--- src/rtl/pong_sound_pkg.sv ---
// Shared types and helpers for the Pong sound engine: FSM states, event
// selection and per-event field extraction from packed parameter vectors.
package pong_sound_pkg;

  localparam int MAX_EVENTS = 32;
  localparam int MAX_CNT_W  = 32;
  localparam int MAX_VEC    = MAX_EVENTS * MAX_CNT_W;

  typedef enum logic [1:0] {IDLE, PLAY, GAP} state_t;

  typedef struct packed {
    logic       valid;
    logic [4:0] idx;
  } sel_t;

  // Slice i of a vector packed in w-bit fields; callers truncate to their width.
  function automatic logic [MAX_CNT_W-1:0] field(input logic [MAX_VEC-1:0] vec,
                                                 input int i, input int w);
    return MAX_CNT_W'(vec >> (i * w));
  endfunction

  function automatic sel_t lowest_set(input logic [MAX_EVENTS-1:0] mask);
    sel_t r;
    r = '0;
    for (int i = MAX_EVENTS - 1; i >= 0; i--) begin
      if (mask[i]) begin
        r.valid = 1'b1;
        r.idx   = 5'(i);
      end
    end
    return r;
  endfunction

endpackage

--- src/rtl/sound_tone_gen.sv ---
// Square-wave generator: toggles its output every half_period cycles while
// running, restarts high on restart, and rests low otherwise.
module sound_tone_gen import pong_sound_pkg::*; #(
  parameter int CNT_W = 16
) (
  input  logic             clk,
  input  logic             reset,
  input  logic [CNT_W-1:0] half_period,
  input  logic             restart,
  input  logic             run,
  output logic             wave
);

  logic [CNT_W-1:0] hp_cnt;

  always_ff @(posedge clk) begin
    if (!reset || (!restart && !run)) begin
      hp_cnt <= '0;
      wave   <= 1'b0;
    end else if (restart) begin
      hp_cnt <= '0;
      wave   <= 1'b1;
    end else if (hp_cnt == half_period - CNT_W'(1)) begin
      hp_cnt <= '0;
      wave   <= ~wave;
    end else begin
      hp_cnt <= hp_cnt + CNT_W'(1);
    end
  end

endmodule

--- src/rtl/pong_sound_engine.sv ---
// Multi-event Pong buzzer: fixed-priority arbitration, one-deep pending slot,
// per-event pitch/duration and a silent gap between consecutive tones.
module pong_sound_engine import pong_sound_pkg::*; #(
  parameter int NUM_EVENTS = 4,
  parameter int CNT_W      = 16,
  parameter logic [NUM_EVENTS*CNT_W-1:0] HALF_PERIODS =
    {16'd24000, 16'd12000, 16'd6000, 16'd3000},
  parameter logic [NUM_EVENTS*CNT_W-1:0] DURATIONS =
    {16'd200, 16'd400, 16'd60, 16'd40},
  parameter int PRESCALE  = 12000,
  parameter int GAP_UNITS = 2
) (
  input  logic                          clk,
  input  logic                          reset,
  input  logic                          enable,
  input  logic [NUM_EVENTS-1:0]         event_req,
  output logic                          buzzer,
  output logic                          busy,
  output logic [$clog2(NUM_EVENTS)-1:0] active_event,
  output logic                          dropped
);

  localparam int IDX_W = $clog2(NUM_EVENTS);
  localparam int PS_W  = (PRESCALE > 1) ? $clog2(PRESCALE) : 1;
  localparam logic [PS_W-1:0]  PS_LAST  = PS_W'(PRESCALE - 1);
  localparam logic [CNT_W-1:0] GAP_LAST = CNT_W'(GAP_UNITS - 1);

  state_t                state, nxt_state;
  logic [IDX_W-1:0]      cur, nxt_cur, win, pend_idx;
  logic                  pend_valid, pend_keep;
  logic [PS_W-1:0]       presc;
  logic [CNT_W-1:0]      unit_cnt, cur_dur, cur_half;
  sel_t                  win_sel, new_pend;
  logic [NUM_EVENTS-1:0] win_oh, pend_oh, cand, merged;
  logic                  start, to_gap, do_next, preempt, drop;
  logic                  wrap, play_done, gap_done;

  assign win_sel  = lowest_set(MAX_EVENTS'(event_req));
  assign win      = IDX_W'(win_sel.idx);
  assign win_oh   = NUM_EVENTS'(1) << win;
  assign pend_oh  = pend_valid ? (NUM_EVENTS'(1) << pend_idx) : '0;
  assign cur_dur  = CNT_W'(field(MAX_VEC'(DURATIONS), int'(cur), CNT_W));
  assign cur_half = CNT_W'(field(MAX_VEC'(HALF_PERIODS), int'(cur), CNT_W));

  assign wrap      = (presc == PS_LAST);
  assign play_done = (state == PLAY) && wrap && (unit_cnt == cur_dur - CNT_W'(1));
  assign gap_done  = (state == GAP) && wrap && (unit_cnt == GAP_LAST);

  // Next state plus the set of requests competing for the pending slot (cand).
  always_comb begin
    nxt_state = state;
    nxt_cur   = cur;
    start     = 1'b0;
    to_gap    = 1'b0;
    do_next   = 1'b0;
    preempt   = 1'b0;
    pend_keep = pend_valid;
    cand      = '0;
    case (state)
      IDLE: begin
        if (win_sel.valid) begin
          nxt_state = PLAY;
          nxt_cur   = win;
          start     = 1'b1;
          cand      = event_req & ~win_oh;
        end
      end
      PLAY: begin
        if (win_sel.valid && win <= cur) begin
          preempt = (win < cur);
          nxt_cur = win;
          start   = 1'b1;
          cand    = event_req & ~win_oh;
        end else begin
          cand = event_req;
          if (play_done) begin
            if (GAP_UNITS > 0) begin
              nxt_state = GAP;
              to_gap    = 1'b1;
            end else begin
              do_next = 1'b1;
            end
          end
        end
      end
      GAP: begin
        cand    = event_req;
        do_next = gap_done;
      end
      default: nxt_state = IDLE;
    endcase

    if (do_next) begin
      if (pend_valid) begin
        nxt_state = PLAY;
        nxt_cur   = pend_idx;
        start     = 1'b1;
        pend_keep = 1'b0;
        cand      = event_req;
      end else if (win_sel.valid) begin
        nxt_state = PLAY;
        nxt_cur   = win;
        start     = 1'b1;
        cand      = event_req & ~win_oh;
      end else begin
        nxt_state = IDLE;
        cand      = '0;
      end
    end
  end

  // The slot keeps the best of itself and the candidates; any loser is dropped.
  assign merged   = cand | (pend_keep ? pend_oh : '0);
  assign new_pend = lowest_set(MAX_EVENTS'(merged));
  assign drop     = preempt
                  || ((merged & (merged - NUM_EVENTS'(1))) != '0)
                  || (pend_keep && ((cand & pend_oh) != '0));

  always_ff @(posedge clk) begin
    if (!reset) begin
      state      <= IDLE;
      cur        <= '0;
      pend_valid <= 1'b0;
      pend_idx   <= '0;
      presc      <= '0;
      unit_cnt   <= '0;
      dropped    <= 1'b0;
    end else if (!enable) begin
      state      <= IDLE;
      pend_valid <= 1'b0;
      pend_idx   <= '0;
      presc      <= '0;
      unit_cnt   <= '0;
      dropped    <= 1'b0;
    end else begin
      state      <= nxt_state;
      cur        <= nxt_cur;
      pend_valid <= new_pend.valid;
      pend_idx   <= IDX_W'(new_pend.idx);
      dropped    <= drop;
      if (start || to_gap || nxt_state == IDLE) begin
        presc    <= '0;
        unit_cnt <= '0;
      end else begin
        presc <= wrap ? '0 : presc + PS_W'(1);
        if (wrap) unit_cnt <= unit_cnt + CNT_W'(1);
      end
    end
  end

  assign busy         = (state == PLAY);
  assign active_event = cur;

  sound_tone_gen #(.CNT_W(CNT_W)) u_tone (
    .clk         (clk),
    .reset       (reset),
    .half_period (cur_half),
    .restart     (enable && start),
    .run         (enable && !start && nxt_state == PLAY),
    .wave        (buzzer)
  );

endmodule

--- config.mk ---
export PLATFORM = sky130hd
export DESIGN_NAME = pong_sound_engine
export DESIGN_NICKNAME = d
export VERILOG_FILES = /design/src/rtl/pong_sound_pkg.sv /design/src/rtl/sound_tone_gen.sv /design/src/rtl/pong_sound_engine.sv
export SDC_FILE = /design/constraint.sdc
export NUM_CORES = 1
export LEC_CHECK = 0
export CORE_UTILIZATION = 35
export CTS_CLUSTER_SIZE = 10
export DETAILED_ROUTE_END_ITERATION = 6
export PLACE_DENSITY = 0.55
export SLEW_MARGIN = 10
export SYNTH_ARGS = -nofsm -noshare
export SYNTH_HDL_FRONTEND = slang
export SYNTH_SLANG_ARGS = --single-unit
--- constraint.sdc ---
create_clock -name clk -period 3.1 [get_ports clk]
set_input_delay 0.62 -clock clk [delete_from_list [all_inputs] [get_ports clk]]
set_output_delay 0.62 -clock clk [all_outputs]
set_load 0.005 [all_outputs]
== After elaboration in Yosys (flattened, before gate mapping) ==
Index checks and enable logic that the tools add are counted.

* Add/subtract/negate cells: 6
* Order comparisons: 2
* Equality and inequality tests: 7
* Shifts and indexed selects: 4
* Muxes and demuxes: 43
* Bitwise operators: 8
* Reduce and logical (&&, ||, !) cells: 30

{| class="wikitable"
|+ Operators with widths
! cell !! count
|-
| >> shifter 63 x 6 -> 16 bit, first input constant || 1
|-
| >> shifter 56 x 6 -> 16 bit, first input constant || 1
|-
| two-way mux 6 bit || 8
|-
| adder 16 x 1 -> 16 bit, second input constant || 2
|-
| equality test 16 bit || 2
|-
| subtractor 16 x 1 -> 16 bit, second input constant || 2
|-
| two-way mux 4 bit || 6
|-
| two-way mux 2 bit || 9
|-
| equality test 16 x 1 -> 1 bit, second input constant || 1
|-
| two-way mux 1 bit || 16
|-
| adder 14 x 1 -> 14 bit, second input constant || 1
|-
| equality test 14 bit, second input constant || 1
|-
| bitwise AND 4 bit || 3
|-
| one-hot mux 4 bit (3 select lines) || 1
|-
| logical AND 1 bit || 10
|-
| OR reduction 3 bit || 3
|-
| nonzero test 4 bit || 2
|-
| OR reduction 4 bit || 2
|-
| left shift 1 x 2 -> 4 bit, first input constant || 2
|-
| one-hot mux 2 bit (3 select lines) || 1
|-
| logical OR 1 bit || 5
|-
| equality test 2 x 1 -> 1 bit, second input constant || 2
|-
| logical NOT 1 bit || 4
|-
| logical NOT 2 bit || 2
|-
| 11 further kinds || 13
|}

* Flip-flop bits (word level): 55
* Input port bits: 7
* Output and inout port bits: 5
* Word-level logic and storage cells: 110

== Depth between registers and ports, before layout ==
* Depth after elaboration: 18
* Depth in mapped cells: 13
* Gate-level depth less buffers: 11

== Modules after synthesis ==
A second synthesis with hierarchy kept.

* Cells, all modules: 476
* Area, all modules: 3862.5 um^2

{| class="wikitable"
|+ By module, submodules not included
! module !! times used !! cells an instance !! area each (um^2) !! sequential area each (um^2)
|-
| pong_sound_engine || 1 || 314 || 2486.1 || 760.7
|-
| sound_tone_gen || 1 || 162 || 1376.3 || 340.3
|}

== Worst setup path before layout ==
OpenSTA, ideal clock, no wires.

* Kind: register -> register
* From: register cur[1], in the netlist active_event[1]
* To: register u_tone.hp_cnt[7]
* Setup time: 0.115 ns
* Data arrival time: 2.957 ns
* Required time: 2.985 ns
* Slack: 0.028 ns
* Cell stages (with the launch flop): 11
* Buffers on the path: 1
* Clock period less this slack: 3.072 ns
* Cell sequence: dfxtp_1 inv_1 ha_1 nand2b_1 or3_1 a2111o_1 a2111oi_4 nor3_2 o2111ai_4 buf_6 nor2_2

* Cells in the longest elaborated chain, start to end: 14
* Elaborated cells between the ends (all ways): 28
* Those cells by class: add/sub: 2; order compare: 1; eq/ne: 3; shift: 2; mux: 9; reduce/logical: 11

{| class="wikitable"
|+ Ends and longest elaborated chain
! item !! line !! text
|-
| from (decl) || pong_sound_engine.sv:29 || <nowiki>logic [IDX_W-1:0] cur, nxt_cur, win, pend_idx;</nowiki>
|-
| from (signal assigned) || pong_sound_engine.sv:137 || <nowiki>cur <= nxt_cur;</nowiki>
|-
| >> shifter 56 x 6 -> 16 bit / less-or-equal comparator 2 bit (equally long branches) || pong_sound_pkg.sv:19, pong_sound_engine.sv:69 ||
|-
| subtractor 16 x 1 -> 16 bit / logical AND 1 bit (equally long branches) || pong_sound_engine.sv:46, pong_sound_engine.sv:69 ||
|-
| equality test 16 bit / two-way mux 1 bit (equally long branches) || pong_sound_engine.sv:46, pong_sound_engine.sv:69 ||
|-
| logical AND 1 bit / one-hot mux 1 bit (2 select lines) (equally long branches) || pong_sound_engine.sv:46, pong_sound_engine.sv:59 ||
|-
| two-way mux 2 bit / two-way mux 1 bit (equally long branches) || pong_sound_engine.sv:76, pong_sound_engine.sv:100 ||
|-
| two-way mux 2 bit / two-way mux 1 bit (equally long branches) || pong_sound_engine.sv:69, pong_sound_engine.sv:94 ||
|-
| one-hot mux 2 bit (3 select lines) / two-way mux 1 bit (equally long branches) || pong_sound_engine.sv:59, pong_sound_engine.sv:93 ||
|-
| two-way mux 2 bit / logical NOT 1 bit (equally long branches) || pong_sound_engine.sv:93, pong_sound_engine.sv:159 ||
|-
| equality test 2 x 1 -> 1 bit / logical AND 1 bit (equally long branches) || pong_sound_engine.sv:159 || <nowiki>.run (enable && !start && nxt_state == PLAY),</nowiki>
|-
| logical AND 1 bit || pong_sound_engine.sv:159 ||
|-
| logical NOT 1 bit || sound_tone_gen.sv:17 || <nowiki>if (!reset || (!restart && !run)) begin</nowiki>
|-
| logical AND 1 bit || sound_tone_gen.sv:17 ||
|-
| logical OR 1 bit || sound_tone_gen.sv:17 ||
|-
| OR reduction 3 bit (no source line) (*) || - ||
|-
| to (signal assigned) || sound_tone_gen.sv:27 || <nowiki>hp_cnt <= hp_cnt + CNT_W'(1);</nowiki>
|-
| to (decl) || sound_tone_gen.sv:14 || <nowiki>logic [CNT_W-1:0] hp_cnt;</nowiki>
|}

Every way passes the cells marked *; elsewhere a longest branch is shown, timed or not.
A chain may end at the register's enable or synchronous reset.

== Worst setup path in the final report ==
* From: register cur[0], in the netlist active_event[0]
* To: register u_tone.hp_cnt[13]

The elaborated chain is that of the path after synthesis.

==> metrics.txt <==
# TYPE chip_impl_metric gauge
chip_impl_metric{name="cts.reportedPaths.clkPinSlew",unit="ns"} 0.10
chip_impl_metric{name="detail-route-antenna-nets",unit=""} 0
chip_impl_info{name="crit_path_start_kind",value="flop"} 1
chip_impl_metric{name="number_of_cells_in_the_design_after_placement",unit=""} 535
chip_impl_metric{name="drtIter0Drc",unit=""} 131
chip_impl_metric{name="via_count_of_the_first_global_routing_pass",unit=""} 2652
chip_impl_metric{name="post_dp_area",unit="sq mm"} 0.00370
chip_impl_metric{name="grt_first_pass_wirelength",unit="um"} 12700
chip_impl_metric{name="route.met2.wl",unit="um"} 3560
chip_impl_metric{name="post_layout_nonfiller_instances",unit=""} 546
chip_impl_metric{name="clk_path_buf_depth",unit=""} 2
chip_impl_info{name="highest-signal-layer",value="met4"} 1
chip_impl_metric{name="core-area",unit="sq mm"} 0.00885
chip_impl_info{name="worstHoldStart",value="u_tone.hp_cnt[0]"} 1
chip_impl_metric{name="hold_viol",unit=""} 0
chip_impl_metric{name="grt_remaining_overflow",unit=""} 0
chip_impl_metric{name="required",unit="ns"} 3.32
chip_impl_metric{name="quantity_of_i_o_buffers_inserted_on_ports",unit=""} 11
chip_impl_metric{name="gp_routability_congestion",unit=""} 0.909
chip_impl_metric{name="finalInstanceArea",unit="sq mm"} 0.00393
chip_impl_metric{name="ctsHoldBuffers",unit=""} 0
chip_impl_metric{name="drt_pass1_iterations",unit=""} 6
chip_impl_metric{name="ir_drop",unit="uV"} 186
chip_impl_metric{name="worst_slew_pin_slew",unit="ns"} 0.713
chip_impl_metric{name="fraction_of_final_layout_cells_with_drive_strength_greater_than_1",unit=""} 0.178
chip_impl_metric{name="netlist_area",unit="sq mm"} 0.00324
chip_impl_metric{name="cts_inserted_buffers",unit=""} 5
chip_impl_metric{name="routed_wl_met3",unit="um"} 309
chip_impl_metric{name="finalWorstPathRequiredPeriod",unit="ns"} 2.95
chip_impl_metric{name="start_util",unit=""} 0.367
chip_impl_metric{name="syn_nets",unit=""} 411
chip_impl_metric{name="clock_skew",unit="ns"} 0.00786
chip_impl_info{name="status",value="complete, no violations"} 1
chip_impl_metric{name="drv_slew",unit=""} 0
chip_impl_metric{name="cts.sink_count",unit=""} 55
chip_impl_info{name="yosys.area.top_type",value="dfxtp_1"} 1
chip_impl_metric{name="wl_met1",unit="um"} 3550
chip_impl_metric{name="powerDensity",unit="mW/mm^2"} 341
chip_impl_metric{name="synth-seq-cells",unit=""} 55
chip_impl_metric{name="synth.lib_cells_used.distinct",unit=""} 58
chip_impl_metric{name="insertedDiodeCount",unit=""} 0
chip_impl_metric{name="synthCells",unit=""} 390
chip_impl_metric{name="design.die.area",unit="sq mm"} 0.00966
chip_impl_metric{name="syn_avg_cell_area",unit="sq um"} 8.32
chip_impl_metric{name="detailedPlacementHpwl",unit="um"} 5610
chip_impl_info{name="synth_flop_cell",value="dfxtp_1"} 1
chip_impl_metric{name="ios",unit=""} 12
chip_impl_metric{name="synth_top_cell_area_share",unit=""} 0.340
chip_impl_metric{name="synth_edf_count",unit=""} 0
chip_impl_metric{name="vias",unit=""} 2848
chip_impl_metric{name="synthesis.yosys.warnings",unit=""} 0
chip_impl_metric{name="hold_ws",unit="ns"} 0.462
chip_impl_metric{name="biggest_fanout_along_the_worst_timing_path",unit=""} 7
chip_impl_metric{name="fp.dieH",unit="um"} 98.3
chip_impl_metric{name="setup_viol_count_final",unit=""} 0
chip_impl_metric{name="max-slew-margin-rel",unit=""} 0.520
chip_impl_metric{name="synth-seq-area-share",unit=""} 0.340
chip_impl_metric{name="setup_tns",unit="ns"} 0
chip_impl_metric{name="synthToLayoutAreaGrowth",unit="%"} 21.1
chip_impl_info{name="synth.top_cells.by_count",value="nor2_1, dfxtp_1, nand2_1, xor2_1, nand3_1"} 1
chip_impl_info{name="critical_path_class",value="reg -> reg"} 1
chip_impl_metric{name="route.detailed.wl_per_inst",unit="um"} 13.9
chip_impl_info{name="library_cell_used_as_clock_root_buffer",value="clkbuf_8"} 1
chip_impl_metric{name="design.final.nets",unit=""} 458
chip_impl_info{name="yosys-top-cells-area",value="dfxtp_1, xor2_1, nor2_1"} 1
chip_impl_info{name="timing.critical_path.to_type",value="flop"} 1
chip_impl_metric{name="grt_antenna_before_repair",unit=""} 0
chip_impl_metric{name="timing.max_cap.violations",unit=""} 0
chip_impl_metric{name="final_core_util",unit=""} 0.444
chip_impl_info{name="critical_path.reg2reg.startpoint",value="active_event[0]"} 1
chip_impl_metric{name="htreeDepth",unit=""} 2
chip_impl_metric{name="rows",unit=""} 34
chip_impl_metric{name="max_freq",unit="GHz"} 0.339
chip_impl_info{name="type_of_the_worst_min_delay_path",value="reg -> reg"} 1
chip_impl_metric{name="final.period_utilization",unit=""} 0.950
chip_impl_metric{name="crit_arrival",unit="ns"} 3.16
chip_impl_metric{name="die_w",unit="um"} 98.3
chip_impl_metric{name="leakage",unit="uW"} 0.00138
chip_impl_metric{name="asyncSetResetFlopFracSynth",unit=""} 0
chip_impl_metric{name="globalRouteTotalUtil",unit=""} 0.163
chip_impl_metric{name="grt_max_degree",unit=""} 17
chip_impl_info{name="synth_most_common_cell",value="nor2_1"} 1
chip_impl_metric{name="route.detailed.vias_per_inst",unit=""} 5.22
chip_impl_info{name="clock_tree_from_tritoncts",value="done"} 1
chip_impl_info{name="crit_path_start",value="active_event[0]"} 1
chip_impl_metric{name="worst-r2r-setup-slack",unit="ns"} 0.15
chip_impl_metric{name="routed_wirelength",unit="um"} 7570
chip_impl_metric{name="drc",unit=""} 0
chip_impl_metric{name="insertion_delay",unit="ns"} 0.32
cell type report:
class                           instances  area [sq um]
Fill cell                             880          4920
Multi-Input combinational cell        315          2130
Sequential cell                        55          1100
Timing Repair Buffer                   48           432
Tap cell                              108           135
Clock buffer                            6          72.6
Inverter                               12          45.0
Clock inverter                          2          12.5
placed cells by master (no fill, tap or decap), types with 2 or more instances in the layout:
cell type	n
nor2_1	56
dfxtp_1	55
buf_4	34
nand2_1	33
xor2_1	33
nand3_1	18
xnor2_1	16
o21ai_0	12
inv_1	11
nor2_2	11
ha_1	11
a21oi_1	10
nand4_1	8
nor3_1	8
nor4_1	7
clkdlybuf4s50_1	7
nor2b_1	6
or3_1	6
nand2b_1	5
and2_1	5
a31oi_1	5
clkbuf_8	5
o21a_1	4
or4_1	4
and3_1	4
dlymetal6s2s_1	4
o31ai_1	3
o21ai_2	2
nor4b_1	2
o2111ai_1	2
a2111o_1	2
a211oi_1	2
nor3_2	2
mux2i_1	2
o22a_1	2
ha_2	2
kinds of logic (layout without fill, tap and decap cells):
group                    count (synthesis)  after routing  share of synthesized area
flip-flops                              55             55                      0.340
buffers and inverters                   20             68                     0.0297
AO/OA/AOI/OAI                           62             62                      0.140
AND/OR/NAND/NOR                        188            188                      0.298
multiplexers                             2              2                    0.00617
adder cells (fa/ha/maj)                 14             14                     0.0540
XOR/XNOR                                49             49                      0.132
stage by stage:
stage                     power, uW  worst slack [ns]
after global routing           1410          -0.00501
after CTS                      1330            0.0383
final                          1340             0.154
after floorplan                 838            0.0281
after global placement          926            -0.334
after detailed placement        926            -0.346
routing by layer:
metal / vias up / GRT usage
met3: 10 / 0.0336
li1: 1462 / -
met5: - / 0
met1: 1328 / 0.216
met2: 48 / 0.265
met4: 0 / 0.0517
worst paths after layout:
path              depth (start not counted)                end
hold / removal                            1   u_tone.hp_cnt[0]
hold reg to reg                           1   u_tone.hp_cnt[0]
setup reg to reg                         10  u_tone.hp_cnt[13]
setup / recovery                         10  u_tone.hp_cnt[13]
registers in the layout (all words and copies together) (netlist names):
signal	cells
active_event	2
dropped	1
pend_idx	2
pend_valid	1
presc	14
state	2
u_tone.hp_cnt	16
u_tone.wave	1
unit_cnt	16
power by group:
group,total [uW],switching [uW],leakage [uW],internal [uW]
clock network,398,240,0.0000412,159
logic,218,108,0.000899,110
registers,722,8.24,0.000444,714
repair_timing:
item / in CTS / in global routing
cloned: 0 / 1
resized for setup: 1 / 25
endpoints found under the hold margin: 0 / 0
buffers inserted: 0 / 2
endpoints found under the setup margin: 15 / 52
pin swaps: 0 / 11
worst max-delay path, stage by stage (launching register included):
cell and delay [ns]:
dfxtp_1 0.32, inv_1 0.14, ha_2 0.33, nand2b_1 0.16
or3_1 0.37, a2111o_1 0.41, a2111oi_4 0.44, nor3_2 0.11
o2111ai_4 0.29, clkbuf_16 0.22, nor2_2 0.04
Power figures use the tool's default switching activity.
